### src/rtl/gf_exp_seq.sv
// gf_exp_seq
//   Computes r = base^e mod P(x) over GF(2^m) using left-to-right
//   square-and-multiply. An external combinational carry-less
//   multiply/reduce unit is driven through the dp_* ports, and one product
//   is consumed per cycle.
//
//   state | meaning
//   ------+---------------------------------------------------------------
//   IDLE  | waiting for a command, cmd_ready=1
//   SQR   | acc <= acc*acc mod P, then branch on exponent bit idx
//   MUL   | acc <= acc*base mod P, then move to the next lower exponent bit
//   DONE  | result presented until res_ready, cmd_ready=0
//
// Ports
//   clk, rst_n           clock, asynchronous active-low reset
//   cmd_valid/cmd_ready  command handshake
//   cmd_base/exp/grade/polyn  operands, field degree m, reduction polynomial
//   res_valid/res_ready  result handshake
//   res_data, res_err    result element, illegal-grade flag
//   dp_a, dp_b, dp_req   multiplier operands, capture strobe
//   dp_grade, dp_polyn   latched field parameters for the datapath
//   dp_result            reduced product from the datapath, same cycle
module gf_exp_seq #(
    parameter int DATA_WIDTH = 32,
    parameter int EXP_WIDTH  = 32,
    localparam int GW = $clog2(DATA_WIDTH) + 1
) (
    input  logic                  clk,
    input  logic                  rst_n,
    input  logic                  cmd_valid,
    output logic                  cmd_ready,
    input  logic [DATA_WIDTH-1:0] cmd_base,
    input  logic [EXP_WIDTH-1:0]  cmd_exp,
    input  logic [GW-1:0]         cmd_grade,
    input  logic [DATA_WIDTH:0]   cmd_polyn,
    output logic                  res_valid,
    input  logic                  res_ready,
    output logic [DATA_WIDTH-1:0] res_data,
    output logic                  res_err,
    output logic [DATA_WIDTH-1:0] dp_a,
    output logic [DATA_WIDTH-1:0] dp_b,
    output logic [GW-1:0]         dp_grade,
    output logic [DATA_WIDTH:0]   dp_polyn,
    output logic                  dp_req,
    input  logic [DATA_WIDTH-1:0] dp_result
);

    localparam int IW = (EXP_WIDTH > 1) ? $clog2(EXP_WIDTH) : 1;
    localparam logic [IW-1:0] IDX_MAX = IW'(EXP_WIDTH - 1);

    typedef enum logic [1:0] {
        IDLE = 2'd0,
        SQR  = 2'd1,
        MUL  = 2'd2,
        DONE = 2'd3
    } state_t;

    state_t                state_q, state_d;
    logic [DATA_WIDTH-1:0] acc_q, acc_d;
    logic [DATA_WIDTH-1:0] base_q, base_d;
    logic [EXP_WIDTH-1:0]  exp_q, exp_d;
    logic [GW-1:0]         grade_q, grade_d;
    logic [DATA_WIDTH:0]   polyn_q, polyn_d;
    logic [IW-1:0]         idx_q, idx_d;
    logic                  err_q, err_d;
    logic                  grade_bad;

    assign grade_bad = (cmd_grade == '0) || (cmd_grade > GW'(DATA_WIDTH));
    assign dp_grade  = grade_q;
    assign dp_polyn  = polyn_q;

    always_comb begin
        state_d   = state_q;
        acc_d     = acc_q;
        base_d    = base_q;
        exp_d     = exp_q;
        grade_d   = grade_q;
        polyn_d   = polyn_q;
        idx_d     = idx_q;
        err_d     = err_q;
        cmd_ready = 1'b0;
        res_valid = 1'b0;
        res_data  = '0;
        res_err   = 1'b0;
        dp_a      = '0;
        dp_b      = '0;
        dp_req    = 1'b0;

        case (state_q)
            IDLE: begin
                cmd_ready = 1'b1;
                if (cmd_valid) begin
                    base_d  = cmd_base;
                    exp_d   = cmd_exp;
                    grade_d = cmd_grade;
                    polyn_d = cmd_polyn;
                    acc_d   = DATA_WIDTH'(1);
                    idx_d   = IDX_MAX;
                    err_d   = grade_bad;
                    state_d = grade_bad ? DONE : SQR;
                end
            end
            SQR: begin
                dp_a   = acc_q;
                dp_b   = acc_q;
                dp_req = 1'b1;
                acc_d  = dp_result;
                // The bit index only moves after the optional multiply, so
                // MUL is the one that decrements when the bit is set.
                if (exp_q[idx_q]) begin
                    state_d = MUL;
                end else if (idx_q == '0) begin
                    state_d = DONE;
                end else begin
                    idx_d = idx_q - IW'(1);
                end
            end
            MUL: begin
                dp_a   = acc_q;
                dp_b   = base_q;
                dp_req = 1'b1;
                acc_d  = dp_result;
                if (idx_q == '0) begin
                    state_d = DONE;
                end else begin
                    idx_d   = idx_q - IW'(1);
                    state_d = SQR;
                end
            end
            DONE: begin
                res_valid = 1'b1;
                res_err   = err_q;
                // acc was preset to 1 on accept; an illegal grade reports 0.
                res_data  = err_q ? '0 : acc_q;
                if (res_ready) begin
                    state_d = IDLE;
                end
            end
            default: state_d = IDLE;
        endcase
    end

    always_ff @(posedge clk or negedge rst_n) begin
        if (!rst_n) begin
            state_q <= IDLE;
            acc_q   <= '0;
            base_q  <= '0;
            exp_q   <= '0;
            grade_q <= '0;
            polyn_q <= '0;
            idx_q   <= IDX_MAX;
            err_q   <= 1'b0;
        end else begin
            state_q <= state_d;
            acc_q   <= acc_d;
            base_q  <= base_d;
            exp_q   <= exp_d;
            grade_q <= grade_d;
            polyn_q <= polyn_d;
            idx_q   <= idx_d;
            err_q   <= err_d;
        end
    end

endmodule
### config.mk
export PLATFORM = sky130hd
export DESIGN_NAME = gf_exp_seq
export DESIGN_NICKNAME = d
export VERILOG_FILES = /design/src/rtl/gf_exp_seq.sv
export SDC_FILE = /design/constraint.sdc
export NUM_CORES = 1
export LEC_CHECK = 0
export CORE_ASPECT_RATIO = 1.4
export CORE_MARGIN = 2
export CORE_UTILIZATION = 56
export CTS_CLUSTER_DIAMETER = 30
export CTS_CLUSTER_SIZE = 40
export DETAILED_ROUTE_END_ITERATION = 16
export DONT_BUFFER_PORTS = 1
export GPL_TIMING_DRIVEN = 1
export PLACE_DENSITY = 0.67
export SETUP_SLACK_MARGIN = 0.4
export SLEW_MARGIN = 20
export SYNTH_ARGS = -nofsm -noshare
export SYNTH_HDL_FRONTEND = slang
export SYNTH_SLANG_ARGS = --single-unit
### constraint.sdc
create_clock -name clk -period 2.97 [get_ports clk]
set_input_delay 0.297 -clock clk [delete_from_list [all_inputs] [get_ports clk]]
set_output_delay 0.297 -clock clk [all_outputs]
set_load 0.005 [all_outputs]
Yosys cells after proc, flatten, opt, wreduce, memory -nomap -nowiden
Index checks and enable logic that the tools add are counted.
{"block": "totals", "wordCells": 52, "reg_bits": 143, "out_inout_bits": 139, "input_bits": 139}
{"block": "classes", "n_mux": 23, "reduce_logical": 11, "eq_ne": 7, "add_sub_neg": 1, "n_lt_le_gt_ge": 2}
{"op": "2-to-1 mux 32 bit", "count": 4}
{"op": "case mux 32 bit (2 select lines)", "count": 2}
{"op": "2-to-1 mux 5 bit", "count": 3}
{"op": "case mux 5 bit (3 select lines)", "count": 1}
{"op": "2-to-1 mux 2 bit", "count": 6}
{"op": "case mux 2 bit (4 select lines)", "count": 1}
{"op": "greater-than comparator 6 bit, second input constant", "count": 1}
{"op": "logical NOT 6 bit", "count": 1}
{"op": "< comparator 5 x 6 -> 1 bit, second input constant", "count": 1}
{"op": "inequality test 2 bit, second input constant", "count": 3}
{"op": "AND reduction 3 bit", "count": 2}
{"op": "binary-select mux 1 bit (select 5 bit)", "count": 1}
{"op": "logical NOT 5 bit", "count": 1}
{"op": "2-to-1 mux 1 bit", "count": 5}
{"op": "subtractor 5 x 1 -> 5 bit, second input constant", "count": 1}
{"op": "== test 2 bit, second input constant", "count": 2}
{"op": "AND reduction 2 bit", "count": 2}
{"op": "inequality test 3 bit, second input constant", "count": 1}
{"op": "nonzero test 3 bit", "count": 1}
{"op": "== test 2 x 1 -> 1 bit, second input constant", "count": 1}
{"op": "logical NOT 2 bit", "count": 1}
{"op": "nonzero test 2 bit", "count": 1}
{"op": "OR reduction 2 bit", "count": 1}
{"op": "logical OR 1 bit", "count": 1}

Logic depth before layout (Yosys ltp)
Gate-level depths: netlist of run 1.
{"block": "depth", "depth_word": 5, "ltp_mapped": 10, "ltp_nobuf": 8}

Least setup slack after synthesis of run 1
OpenSTA, ideal clock, no wires.
{"block": "synth_path", "kind": "register -> register", "startpoint": "reg idx_q[0]", "endpoint": "reg state_q[1]", "path_buffers": 2, "period_less_slack_ps": 2370, "stages_incl_launch_ff": 9, "setup_ps": 128, "arrival_time_ps": 2242, "slack_ps": 600, "required_time_ps": 2842, "cell_sequence": "dfstp_2 > buf_6 > buf_12 > mux4_2 > and2_4 > o311a_1 > o21a_1 > o21ai_2 > mux2_1"}
{"block": "synth_between", "elab_chain_cells": 4, "elab_cells_between_ends": 8, "cone_classes": "eq/ne (1); mux (5); reduce/logical (2)"}
{"element": "start: declaration", "line": "64", "rtl": "logic [IW-1:0] idx_q, idx_d;"}
{"element": "start signal: assignment", "line": "160", "rtl": "idx_q <= idx_d;"}
{"element": "binary-select mux 1 bit (select 5 bit)", "line": "110", "rtl": "if (exp_q[idx_q]) begin"}
{"element": "2-to-1 mux 1 bit (implied by the code)", "line": "110"}
{"element": "2-to-1 mux 2 bit or inequality test 3 bit (tied branches)"}
{"element": "case mux 2 bit (4 select lines) or AND reduction 3 bit (tied branches)"}
{"element": "end signal: assignment", "line": "154", "rtl": "state_q <= state_d;"}
{"element": "end: declaration", "line": "58", "rtl": "state_t state_q, state_d;"}
Parallel ways exist; a longest one is shown, timed or not. The select of a mux whose other input is x is not followed.
A chain may end at the register's enable or synchronous reset.

Worst setup path after layout of run 1
{"block": "layout_path", "startpoint": "reg state_q[0]", "endpoint": "out dp_b[28]"}
{"block": "layout_between", "elab_chain_cells": 2, "elab_cells_between_ends": 3, "cone_classes": "eq/ne (2); mux (1)"}
{"element": "== test 2 bit or == test 2 x 1 -> 1 bit (tied branches)", "line": "89", "rtl": "case (state_q)"}
{"element": "case mux 32 bit (2 select lines) (*)", "line": "89"}
{"element": "end: declaration", "line": "41", "rtl": "output logic [DATA_WIDTH-1:0] dp_b,"}
Every way passes the cells marked *; elsewhere a longest branch is shown, timed or not.

==> results of run 1 <==
-- sequential cells by signal (all words and copies together) (netlist names) --
| name | count |
|---|---|
| base_q | 32 |
| state_q | 2 |
| dp_polyn | 33 |
| dp_grade | 6 |
| err_q | 1 |
| idx_q | 5 |
| acc_q | 32 |
| exp_q | 32 |
-- logic make-up after synthesis --
| family | share of synthesized area |
|---|---|
| flip-flops | 0.538 |
| multiplexers | 0.205 |
| AO/OA/AOI/OAI | 0.121 |
| AND/OR/NAND/NOR | 0.0896 |
| buffers and inverters | 0.0351 |
| adder cells (fa/ha/maj) | 0.00940 |
| XOR/XNOR | 0.00132 |
-- through the flow --
stage | cells | total power, µW | setup WS (ns) | utilization
3_3_place_gp | 630 | 7460 | 0.616 | 0.577
3_5_place_dp | 630 | 7580 | 0.507 | 0.577
2_1_floorplan | 513 | 6680 | 0.600 | -
6_report | 670 | 9790 | 0.557 | 0.638
4_1_cts | 669 | 9830 | 0.405 | 0.636
5_1_grt | 670 | 10400 | 0.426 | 0.638
-- layer usage --
metal / vias to the layer above / wire (µm) / global-route usage
li1: 1839 / - / -
met1: 2114 / 5510 / 0.271
met2: 183 / 7760 / 0.385
met3: 31 / 1270 / 0.0786
met4: 0 / 390 / 0.0992
met5: - / 0 / 0
-- layout make-up --
type,instances,area (µm²)
Timing Repair Buffer,17,161
Antenna cell,1,2.50
Clock buffer,18,439
Fill cell,950,4230
Clock inverter,14,181
Inverter,10,37.5
Sequential cell,143,3580
Multi-Input combinational cell,320,2880
Tap cell,147,184
-- how the worst max path moves through the flow --
stage | end | slack (ns) | depth (start not counted)
2_1_floorplan | state_q[1]$_DFFE_PN0P_ | 0.60 | 8
3_3_place_gp | idx_q[0]$_DFFE_PN1P_ | 0.62 | 9
3_5_place_dp | idx_q[2]$_DFFE_PN1P_ | 0.51 | 9
4_1_cts | dp_b[3] | 0.41 | 5
5_1_grt | dp_b[29] | 0.43 | 5
6_report | dp_b[28] | 0.56 | 5
-- critical path: stages (launching register included) --
cell and delay (ns):
dfrtp_1 0.42, inv_1 0.12, ha_4 0.40, and2_1 0.15, buf_4 0.34, a22o_1 0.25
-- synth_stat cells, types with 2 or more instances --
cell type	n
nor3b_1	3
nand3_1	3
nor2_1	4
buf_1	7
and2_1	70
inv_1	10
mux2i_1	13
o21ai_0	2
and2_4	2
buf_6	4
ha_1	5
dfstp_2	5
dfrtp_1	138
a31oi_1	2
mux2_2	103
a22oi_1	6
a211o_1	2
nand2_1	3
clkbuf_1	28
a211oi_1	5
a21oi_1	8
a22o_1	63
nor2b_1	4
-- power breakdown --
group / leakage (µW) / total, µW / internal, µW / switching [µW]
clock network: 0.000295 / 2190 / 1360 / 835
registers: 0.00170 / 3750 / 2990 / 760
logic: 0.00131 / 3850 / 1950 / 1900
-- what timing repair did --
action / in CTS / in global routing
endpoints found under the hold margin: 150 / 143
pin swaps: 0 / 0
gates resized for setup: 1 / 4
setup buffers: 0 / 0
setup endpoints to repair: 32 / 36
==> results.tsv, run 1 <==
metric	value	unit
VDD IR-drop max	0.000663	V
unrepaired setup endpoints after global routing	no	
DR pass1 iterations	4	
first-pass GRT wire length	22.4	mm
clk buf depth	2	
clock skew	0.00875	ns
Post-Syn Area	6660	µm²
Syn Area/Cell	13.0	µm²
CTS buffer count	17	
WL/cell	22.3	µm
die width	96.2	µm
FF+latch count, synth	143	
post-route minimum period	2.41	ns
Cell variety after synth	46	
P_leak	0.00331	µW
worst hold path class	input port to asynchronous set/reset pin	
Ys Warns	0	
Initial Utilization	0.569	
Clk pin slew, worst setup/hold paths	0.06	ns
Post-synth EDFFs	0	
Cells after Synth	513	
buffers added on ports	0	
hold_ws	-0.422	ns
WP data required	2.67	ns
H-tree levels	4	
Total GRT Usage	0.233	
crit-path max FO	32	
crit end category	primary output	
count of final setup violators	0	
register area share after synthesis	0.538	
die area	12800	µm²
DRC Markers	0	
Reg-to-Reg End	idx_q[2]$_DFFE_PN1P_	
largest net degree at the start of global routing	144	
R2R Path Start	idx_q[0]$_DFFE_PN1P_	
critical path startpoint category	flop	
setup TNS	0	ns
Detail Placement HPWL	10.5	mm
die span in y	133	µm
GRT Residual Overflow	0	
Worst-Margin Slew	0.425	ns
post-synth top area share	0.519	
Post-CTS Hold Fix Bufs	7	
power density over the cells	1310	nW/µm²
Arr. time, crit path	2.12	ns
IO Count	278	
ys flop type	dfrtp_1	
worst r2r path cells	9	
vias in the first global route	4231	
Syn Nets	657	
clk sinks	143	
DR vias/cell	6.22	
design area	7470	µm²
Detail Route Antenna Nets	0	
Worst setup startpoint	state_q[0]$_DFFE_PN0P_	
DP Area	6760	µm²
most area-consuming cells after synthesis	dfrtp_1 52%, mux2_2 17%, a22o_1 8.3%	
failing checks	negative hold slack	
most common cell after layout, fill and taps aside	dfrtp_1	
Crit Path Category	flop to primary output	
Fin. Hold Viols	143	
count of pins over their slew limit	0	
ys async rst share	1.00	
final worst-path cycle share	0.812	
leading area contributor after synthesis	dfrtp_1	
share of post-route cells with drive strength above 1	0.314	
Core Region	11700	µm²
clock root buffer master	clkbuf_16	
# rows	47	
max-cap violations	0	
reg2reg setup slack	0.56	ns
Total Wirelength	14.9	mm
outcome	finished with violations	
CTS tree	yes	
FMAX	414	MHz
relative slew slack	0.717	
RD Place Congestion	0.838	
most frequent cells in the layout	138 x dfrtp_1, 103 x mux2_2, 70 x and2_1, 63 x a22o_1, 17 x clkbuf_16	
initial antenna violation count	1	
DR iter-0 viols	128	
Net count, final	653	
Via Count	4167	
Layout area overhead	12.2	%
clock latency on the worst-skew pair	0.41	ns
No activity file was read; power rests on OpenSTA's default activity.
==> inputs of run 2 (changes only) <==
==> constraint.sdc (replaced) <==
create_clock -name clk -period 2.3 [get_ports clk]
set_input_delay 0.23 -clock clk [delete_from_list [all_inputs] [get_ports clk]]
set_output_delay 0.23 -clock clk [all_outputs]
set_load 0.005 [all_outputs]
==> results.tsv, run 2 (synthesized netlist as in run 1, its figures left out) <==
metric	value	unit
reg2reg setup slack	0.08	ns
Detail Placement HPWL	11.0	mm
Worst-Margin Slew	0.396	ns
Net count, final	802	
RD Place Congestion	0.895	
Final WS setup	0.0778	ns
max-cap violations	0	
clk buf depth	2	
unrepaired setup endpoints after global routing	yes	
CP Cell Sequence	buf_12 -> mux2i_1 -> a22oi_1 -> a211o_1 -> and3_4 -> a21o_1 -> mux2_4	
fillers	689	
count of final setup violators	0	
Clk pin slew, worst setup/hold paths	0.06	ns
Multi-input gate area	3070	µm²
DR pass1 iterations	5	
most frequent cells in the layout	138 x dfrtp_1, 135 x dlygate4sd3_1, 103 x mux2_2, 67 x and2_1, 56 x a22o_1	
die width	96.2	µm
clk sinks	143	
worst hold path class	input port to asynchronous set/reset pin	
R2R Path Start	idx_q[0]$_DFFE_PN1P_	
Reg-to-Reg End	idx_q[0]$_DFFE_PN1P_	
Fin. Hold Viols	143	
share of post-route cells with drive strength above 1	0.319	
CTS buffer count	17	
Layout area overhead	38.7	%
largest net degree at the start of global routing	144	
number of flip-flops in the largest register	33	
die area	12800	µm²
DP Area	6850	µm²
Placed Cells incl. Taps	636	
count of pins over their slew limit	0	
WP data required	2.64	ns
setup TNS	0	ns
Via Count	4899	
Detail Route Antenna Nets	0	
Post-CTS Hold Fix Bufs	135	
H-tree levels	4	
vias in the first global route	5226	
final worst-path cycle share	0.966	
clock skew	0.0127	ns
outcome	finished with violations	
WL/cell	22.8	µm
Total Wirelength	18.7	mm
fin util	0.789	
Ant. Diodes	0	
first-pass GRT wire length	27.6	mm
initial antenna violation count	0	
# rows	47	
power density over the cells	1520	nW/µm²
Total GRT Usage	0.287	
hold_ws	-0.492	ns
Crit Path Category	flop to flop	
Arr. time, crit path	2.56	ns
DP Worst Slack	0.0301	ns
buffers added on ports	0	
relative slew slack	0.733	
worst r2r path cells	7	
post-route minimum period	2.22	ns
Crit-path slowest cell	dfstp_2	
Initial Utilization	0.569	
GRT Residual Overflow	0	
VDD IR-drop max	0.000888	V
Cell Count, Final, Fillers Out	818	
IO Count	278	
Largest stage delay, worst path	0.59	ns
most common cell after layout, fill and taps aside	dfrtp_1	
P_leak	0.00403	µW
design area	9240	µm²
DRC Markers	0	
critical path startpoint category	flop	
failing checks	negative hold slack	
DR iter-0 viols	213	
Top Family by Delay on Critical Path	compound AO/OA/AOI/OAI gates	
Core Region	11700	µm²
Buf/Inv on CP	1	
die span in y	133	µm
crit end category	flop	
DR vias/cell	5.99	
clock root buffer master	clkbuf_16	
clock latency on the worst-skew pair	0.42	ns
Reg area	3580	µm²
FMAX	450	MHz
crit-path max FO	16	
CTS tree	yes	
[run 2: cell types whose count changed in the layout (fill, tap and decap cells not counted), sizes merged]
cell and delta:
diode -1, bufinv -2, dlygate4sd3 +128, clkinv -1
buf +21, clkbuf +1, inv +2
[run 2: final cells by class]
cell class	instances	share of cell area
multi-input cells	320	0.332
clock inverters	13	0.0137
flip-flops and latches	143	0.388
repair buffers	166	0.194
well taps	147	0.0199
inverters	10	0.00406
clock buffers	19	0.0480
[run 2: worst reg2reg max path, stage by stage (launching register included)]
cell and delay (ns):
dfstp_2 0.59, buf_12 0.18, mux2i_1 0.22, a22oi_1 0.09, a211o_1 0.36, and3_4 0.19, a21o_1 0.22, mux2_4 0.31
[run 2: per-stage QoR]
stage / power, µW / hold WS, ns
after floorplan: 8720 / -0.0656
after global placement: 9820 / -0.0630
after detailed placement: 10000 / -0.0607
after CTS: 13700 / -0.507
after global routing: 14900 / -0.511
final: 14100 / -0.492
[run 2: report_power, final]
group | switching, µW | internal, µW
combinational | 2960 | 3510
clock | 1100 | 1540
sequential | 1110 | 3860
[run 2: layer usage]
metal | part of all wire | vias up | wire length [µm] | track usage
met5 | 0 | - | 0 | 0
met4 | 0.024 | 0 | 441 | 0.113
met3 | 0.064 | 38 | 1200 | 0.0649
met2 | 0.55 | 239 | 10200 | 0.509
met1 | 0.36 | 2471 | 6780 | 0.325
li1 | - | 2151 | - | -
[run 2: how the worst max path moves through the flow]
stage / start / endpoint / slack (ns) / depth (start not counted)
final: idx_q[0]$_DFFE_PN1P_ / idx_q[0]$_DFFE_PN1P_ / 0.08 / 7
after global routing: idx_q[0]$_DFFE_PN1P_ / idx_q[4]$_DFFE_PN1P_ / -0.02 / 8
after CTS: idx_q[0]$_DFFE_PN1P_ / state_q[1]$_DFFE_PN0P_ / 0.07 / 6
after detailed placement: idx_q[0]$_DFFE_PN1P_ / state_q[1]$_DFFE_PN0P_ / 0.03 / 6
after global placement: idx_q[0]$_DFFE_PN1P_ / state_q[1]$_DFFE_PN0P_ / 0.07 / 6
after floorplan: idx_q[0]$_DFFE_PN1P_ / state_q[1]$_DFFE_PN0P_ / -0.009 / 8
[run 2: timing repair]
action,4_1_cts,5_1_grt
setup endpoints to repair,204,103
buffers inserted,8,2
gates resized for setup,33,19
gates cloned,5,0
pin swaps,10,6
hold endpoints to repair,278,143
